--- config.mk ---
export PLATFORM = sky130hd
export DESIGN_NAME = stopwatch_up_flat
export DESIGN_NICKNAME = d
export VERILOG_FILES = /design/src/rtl/stopwatch_up_pkg.sv /design/src/rtl/stopwatch_up_if.sv /design/src/rtl/counter_up_modn.sv /design/src/rtl/stopwatch_up.sv /design/src/flat_wrapper.sv
export SDC_FILE = /design/constraint.sdc
export NUM_CORES = 1
export LEC_CHECK = 0
export ABC_AREA = 0
export CORE_MARGIN = 5
export CORE_UTILIZATION = 42
export DETAILED_ROUTE_END_ITERATION = 10
export PLACE_DENSITY_LB_ADDON = 0.2
export SLEW_MARGIN = 20
export SYNTH_ARGS = -nofsm -noshare
export SYNTH_HDL_FRONTEND = slang
export SYNTH_HIERARCHICAL = 1
export SYNTH_SLANG_ARGS = --single-unit
export TNS_END_PERCENT = 20
--- constraint.sdc ---
create_clock -name clock -period 7 [get_ports clock]
set_input_delay 1.4 -clock clock [delete_from_list [all_inputs] [get_ports clock]]
set_output_delay 1.4 -clock clock [all_outputs]
set_load 0.005 [all_outputs]
--- src/rtl/stopwatch_up_pkg.sv ---
// stopwatch_up_pkg: shared state encoding and digit constants for the stopwatch
package stopwatch_up_pkg;
  typedef enum logic [1:0] {IDLE, RUN, FULL} state_t;
  localparam int DIGIT_W = 4;
  localparam int MOD10 = 10;
  localparam int MOD6 = 6;
endpackage

--- src/rtl/stopwatch_up_if.sv ---
// stopwatch_up_if: command inputs and BCD time outputs of the stopwatch
interface stopwatch_up_if;
  import stopwatch_up_pkg::*;
  logic tick;
  logic start;
  logic stop;
  logic zero;
  logic [DIGIT_W-1:0] sec_ones;
  logic [DIGIT_W-1:0] sec_tens;
  logic [DIGIT_W-1:0] min_ones;
  logic [DIGIT_W-1:0] min_tens;
  logic running;
  logic full;
  logic carry;
  modport master (
    output tick, start, stop, zero,
    input sec_ones, sec_tens, min_ones, min_tens, running, full, carry
  );
  modport slave (
    input tick, start, stop, zero,
    output sec_ones, sec_tens, min_ones, min_tens, running, full, carry
  );
endinterface

--- src/rtl/counter_up_modn.sv ---
// counter_up_modn: one BCD digit counting 0..modulus-1 with terminal-count output
module counter_up_modn
  import stopwatch_up_pkg::*;
#(
  parameter int modulus = 10
) (
  input  logic               clock,
  input  logic               clearn,
  input  logic               en,
  input  logic               clr,
  output logic [DIGIT_W-1:0] digit,
  output logic               tc
);
  localparam logic [DIGIT_W-1:0] LAST = DIGIT_W'(modulus - 1);
  // clear wins over enable; an out-of-range value is forced to 0 on its next increment
  always_ff @(posedge clock or negedge clearn)
    if (!clearn) digit <= '0;
    else if (clr) digit <= '0;
    else if (en) digit <= (digit >= LAST) ? '0 : digit + 1'b1;
  assign tc = en & (digit == LAST);
endmodule

--- src/rtl/stopwatch_up.sv ---
// stopwatch_up: saturating mm:ss BCD stopwatch with start/stop/zero control
module stopwatch_up
  import stopwatch_up_pkg::*;
#(
  parameter int MAX_MIN_TENS = 5
) (
  input  logic clock,
  input  logic clearn,
  stopwatch_up_if.slave sw
);
  localparam logic [DIGIT_W-1:0] MT = DIGIT_W'(MAX_MIN_TENS);
  state_t state;
  logic [DIGIT_W-1:0] so, st, mo, mt;
  logic so_tc, st_tc, mo_tc, unused_tc;
  logic at_max, hit_max, cnt_en;
  // at_max guards the count from ever wrapping, even if RUN is re-entered at the limit
  assign at_max = (mt == MT) & (mo == 4'd9) & (st == 4'd5) & (so == 4'd9);
  assign cnt_en = (state == RUN) & sw.tick & ~sw.zero & ~at_max;
  assign hit_max = cnt_en & (mt == MT) & (mo == 4'd9) & (st == 4'd5) & (so == 4'd8);
  counter_up_modn #(.modulus(MOD10)) u_so (.clock(clock), .clearn(clearn), .en(cnt_en), .clr(sw.zero), .digit(so), .tc(so_tc));
  counter_up_modn #(.modulus(MOD6))  u_st (.clock(clock), .clearn(clearn), .en(so_tc),  .clr(sw.zero), .digit(st), .tc(st_tc));
  counter_up_modn #(.modulus(MOD10)) u_mo (.clock(clock), .clearn(clearn), .en(st_tc),  .clr(sw.zero), .digit(mo), .tc(mo_tc));
  counter_up_modn #(.modulus(MOD6))  u_mt (.clock(clock), .clearn(clearn), .en(mo_tc),  .clr(sw.zero), .digit(mt), .tc(unused_tc));
  // control FSM: stop beats start, FULL only leaves on zero
  always_ff @(posedge clock or negedge clearn)
    if (!clearn) state <= IDLE;
    else
      case (state)
        IDLE: state <= (sw.start && !sw.stop) ? RUN : IDLE;
        RUN:  state <= sw.stop ? IDLE : (hit_max || (at_max && !sw.zero)) ? FULL : RUN;
        FULL: state <= sw.zero ? IDLE : FULL;
        default: state <= IDLE;
      endcase
  assign sw.sec_ones = so;
  assign sw.sec_tens = st;
  assign sw.min_ones = mo;
  assign sw.min_tens = mt;
  assign sw.running = (state == RUN);
  assign sw.full = (state == FULL);
  assign sw.carry = st_tc;
endmodule

--- src/flat_wrapper.sv ---
// flat-port wrapper written by rule: the top's interface ports become plain ports
module stopwatch_up_flat import stopwatch_up_pkg::*;
#(
  parameter int MAX_MIN_TENS = 5
)
  (clock, clearn, sw_tick, sw_start, sw_stop, sw_zero, sw_sec_ones, sw_sec_tens, sw_min_ones, sw_min_tens, sw_running, sw_full, sw_carry);
  stopwatch_up_if sw_i ();
  input  logic clock;
  input  logic clearn;
  input wire logic [$bits(sw_i.tick)-1:0] sw_tick;
  input wire logic [$bits(sw_i.start)-1:0] sw_start;
  input wire logic [$bits(sw_i.stop)-1:0] sw_stop;
  input wire logic [$bits(sw_i.zero)-1:0] sw_zero;
  output wire logic [$bits(sw_i.sec_ones)-1:0] sw_sec_ones;
  output wire logic [$bits(sw_i.sec_tens)-1:0] sw_sec_tens;
  output wire logic [$bits(sw_i.min_ones)-1:0] sw_min_ones;
  output wire logic [$bits(sw_i.min_tens)-1:0] sw_min_tens;
  output wire logic [$bits(sw_i.running)-1:0] sw_running;
  output wire logic [$bits(sw_i.full)-1:0] sw_full;
  output wire logic [$bits(sw_i.carry)-1:0] sw_carry;
  assign sw_i.tick = sw_tick;
  assign sw_i.start = sw_start;
  assign sw_i.stop = sw_stop;
  assign sw_i.zero = sw_zero;
  assign sw_sec_ones = sw_i.sec_ones;
  assign sw_sec_tens = sw_i.sec_tens;
  assign sw_min_ones = sw_i.min_ones;
  assign sw_min_tens = sw_i.min_tens;
  assign sw_running = sw_i.running;
  assign sw_full = sw_i.full;
  assign sw_carry = sw_i.carry;
  stopwatch_up #(.MAX_MIN_TENS(MAX_MIN_TENS)) u_core (.clock(clock), .clearn(clearn), .sw(sw_i));
endmodule
==> impl_metrics.yaml <==
timing:
  relSlewSlack: 0.437
  setup_viol_count_final: 0
  period_minus_slack_ns: 5.26
  final-max-slew-violation-count: 0
  finalHoldViolCount: 0
  fin_tns_setup_ns: 0
  worst_pin_slew_ns: 0.842
  max_freq_mhz: 190
  holdWs_ns: 0.558
  finClkSkew_ns: 0.0155
  rsz0062_at_grt: "false"
  setup_slack_ns: 1.74
  period_share: 0.751
worst_setup_path:
  worstPathRequired_ns: 5.60
  crit_path_start_kind: "input port"
  cp.arrival_ns: 3.86
  startpoint: "sw_zero"
  critical_path.endpoint: "sw_carry"
  worstSetupEndpointType: "primary output"
  rrSetupSlack_ns: 3.79
  worstSetupPathType: "in -> out"
  worstReg2RegStart: "u_core/u_mt/digit[3]$_DFFE_PN0P_"
  reg2reg_depth: 11
  cp_max_fo: 24
  r2r-end: "u_core/u_mt/digit[0]$_DFFE_PN0P_"
final_layout:
  drive_gt1_frac: 0.105
  fillCellCount: 280
  n_antenna_cell: 0
  area_delta_synth_final_pct: 24.4
  final_util: 0.534
  nets: 172
floorplanning:
  dieArea_um2: 4240
  row_count: 20
  initial_core_util: 0.429
  dieWidth_um: 65.2
  io_pins: 25
  core_um2: 2980
  die_y_um: 65.2
clocking:
  ctsResizeCount: 0
  clockRootBuffer: "clkbuf_4"
  tritoncts: "done"
  cts_hold_buf: 0
  clk_latency_ns: 0.30
  cts.reportedPaths.clkPinSlew_ns: 0.10
  clkSinkCount: 18
  cts_inserted_buffers: 3
  htreeDepth: 1
  post-cts-setup-buffers: 0
  clock_path_buffers: 2
drt:
  drtAntennaViolNets: 0
  first_iter_violations: 31
  dr.pass1.iters: 4
  viasPerCell: 5.46
  drcViolationCount: 0
  vias: 1016
  drt-total-wl_um: 2700
  wl_per_cell_um: 14.5
power_and_ir_drop:
  powerDensity_nw_per_um2: 124
  p_total_uw: 197
  leakage_uw: 0.000697
  peakVddDrop_v: 0.0000719
global_route:
  globalRouteMet1Util: 0.194
  grt_use_met3: 0.0239
  overflow: 0
  grt_max_degree: 25
  grt_util_met2: 0.225
  grt_pass1_vias: 1024
  antenna_found_initial: 0
  grt_pass1_wl_um: 4760
  grt.total_usage: 0.141
  busiest_layer: "met2"
place:
  dp_slack_ns: 1.76
  dp_hpwl_um: 1990
  gp_congestion: 0.821
  portBuffers: 24
synth:
  ys_warn_count: 6
  syn_area_um2: 1280
  synth_nets: 143
  netlist_instances: 125
  avgSynthCellArea_um2: 10.2
hold_path:
  hp-class: "reg -> reg"
flow_run:
  maxCapViolCount: 0
run_status:
  outcome: "finished clean"
==> final cells by class <==
type,instances,area [um^2],share of cell area
flip-flops and latches,18,450,0.283
clock buffers,4,36.3,0.0228
inverters,15,56.3,0.0354
multi-input cells,90,749,0.472
well taps,33,41.3,0.0260
repair buffers,26,255,0.161
==> sequential cells by signal, indices dropped and copies added, names as in the netlist <==
register           flops
u_core/state           2
u_core/u_mo/digit      4
u_core/u_mt/digit      4
u_core/u_so/digit      4
u_core/u_st/digit      4
==> per-layer routing <==
metal  wire length (um)  up-vias
met5                  0        -
met3                 72        2
met1               1320      489
met2               1290       14
li1                   -      511
met4                 15        0
==> critical path, cell delays in order <==
cell and delay [ns]:
clkdlybuf4s50_1 0.39, buf_4 0.22, a2111oi_1 0.29, buf_4 0.22
and4b_2 0.27, and3b_1 0.17, and2_1 0.31, clkdlybuf4s50_1 0.57
==> worst min-delay path by stage <==
stage                                                start                                to  slack (ns)  depth (start not counted)
final                            u_core/state[1]$_DFF_PN0_         u_core/state[0]$_DFF_PN0_        0.56                          3
after global routing      u_core/u_mo/digit[2]$_DFFE_PN0P_  u_core/u_mo/digit[2]$_DFFE_PN0P_        0.65                          2
after CTS                        u_core/state[1]$_DFF_PN0_         u_core/state[0]$_DFF_PN0_        0.56                          3
after detailed placement         u_core/state[1]$_DFF_PN0_         u_core/state[0]$_DFF_PN0_        0.54                          3
after global placement           u_core/state[1]$_DFF_PN0_         u_core/state[0]$_DFF_PN0_        0.53                          3
after floorplan                  u_core/state[1]$_DFF_PN0_         u_core/state[0]$_DFF_PN0_        0.50                          3
==> power breakdown <==
group | switching (uW) | total [uW] | internal (uW)
combinational | 10.1 | 20.4 | 10.3
sequential | 3.45 | 109 | 106
clock | 35.6 | 67.3 | 31.7
total | 49.2 | 197 | 148
==> cell usage in the layout, fill, tap and decap left out, types with 2 or more instances in the layout <==
master / count
clkbuf_4: 3
buf_4: 2
inv_1: 15
a21oi_1: 9
or3b_1: 2
and4b_2: 2
and3b_1: 2
dfrtp_1: 18
nand2b_1: 3
a41oi_1: 2
nand4bb_1: 2
ha_1: 12
nand3b_1: 3
a311oi_1: 2
nor2_1: 8
nor3_1: 4
a22o_1: 3
nand3_1: 2
mux2_1: 2
nor4bb_1: 2
a41o_1: 2
nand2_1: 6
a31o_2: 2
clkdlybuf4s50_1: 24
nand4_1: 2
o21ai_0: 3
a21o_1: 2
nor2b_1: 3
nand2b_4: 2
a2111oi_4: 2
==> metrics by stage <==
step	cell area, um^2	cells
2_1_floorplan	1280	125
3_3_place_gp	1550	182
3_5_place_dp	1550	182
4_1_cts	1590	186
5_1_grt	1590	186
6_report	1590	186
(Power assumes the default switching activity.)
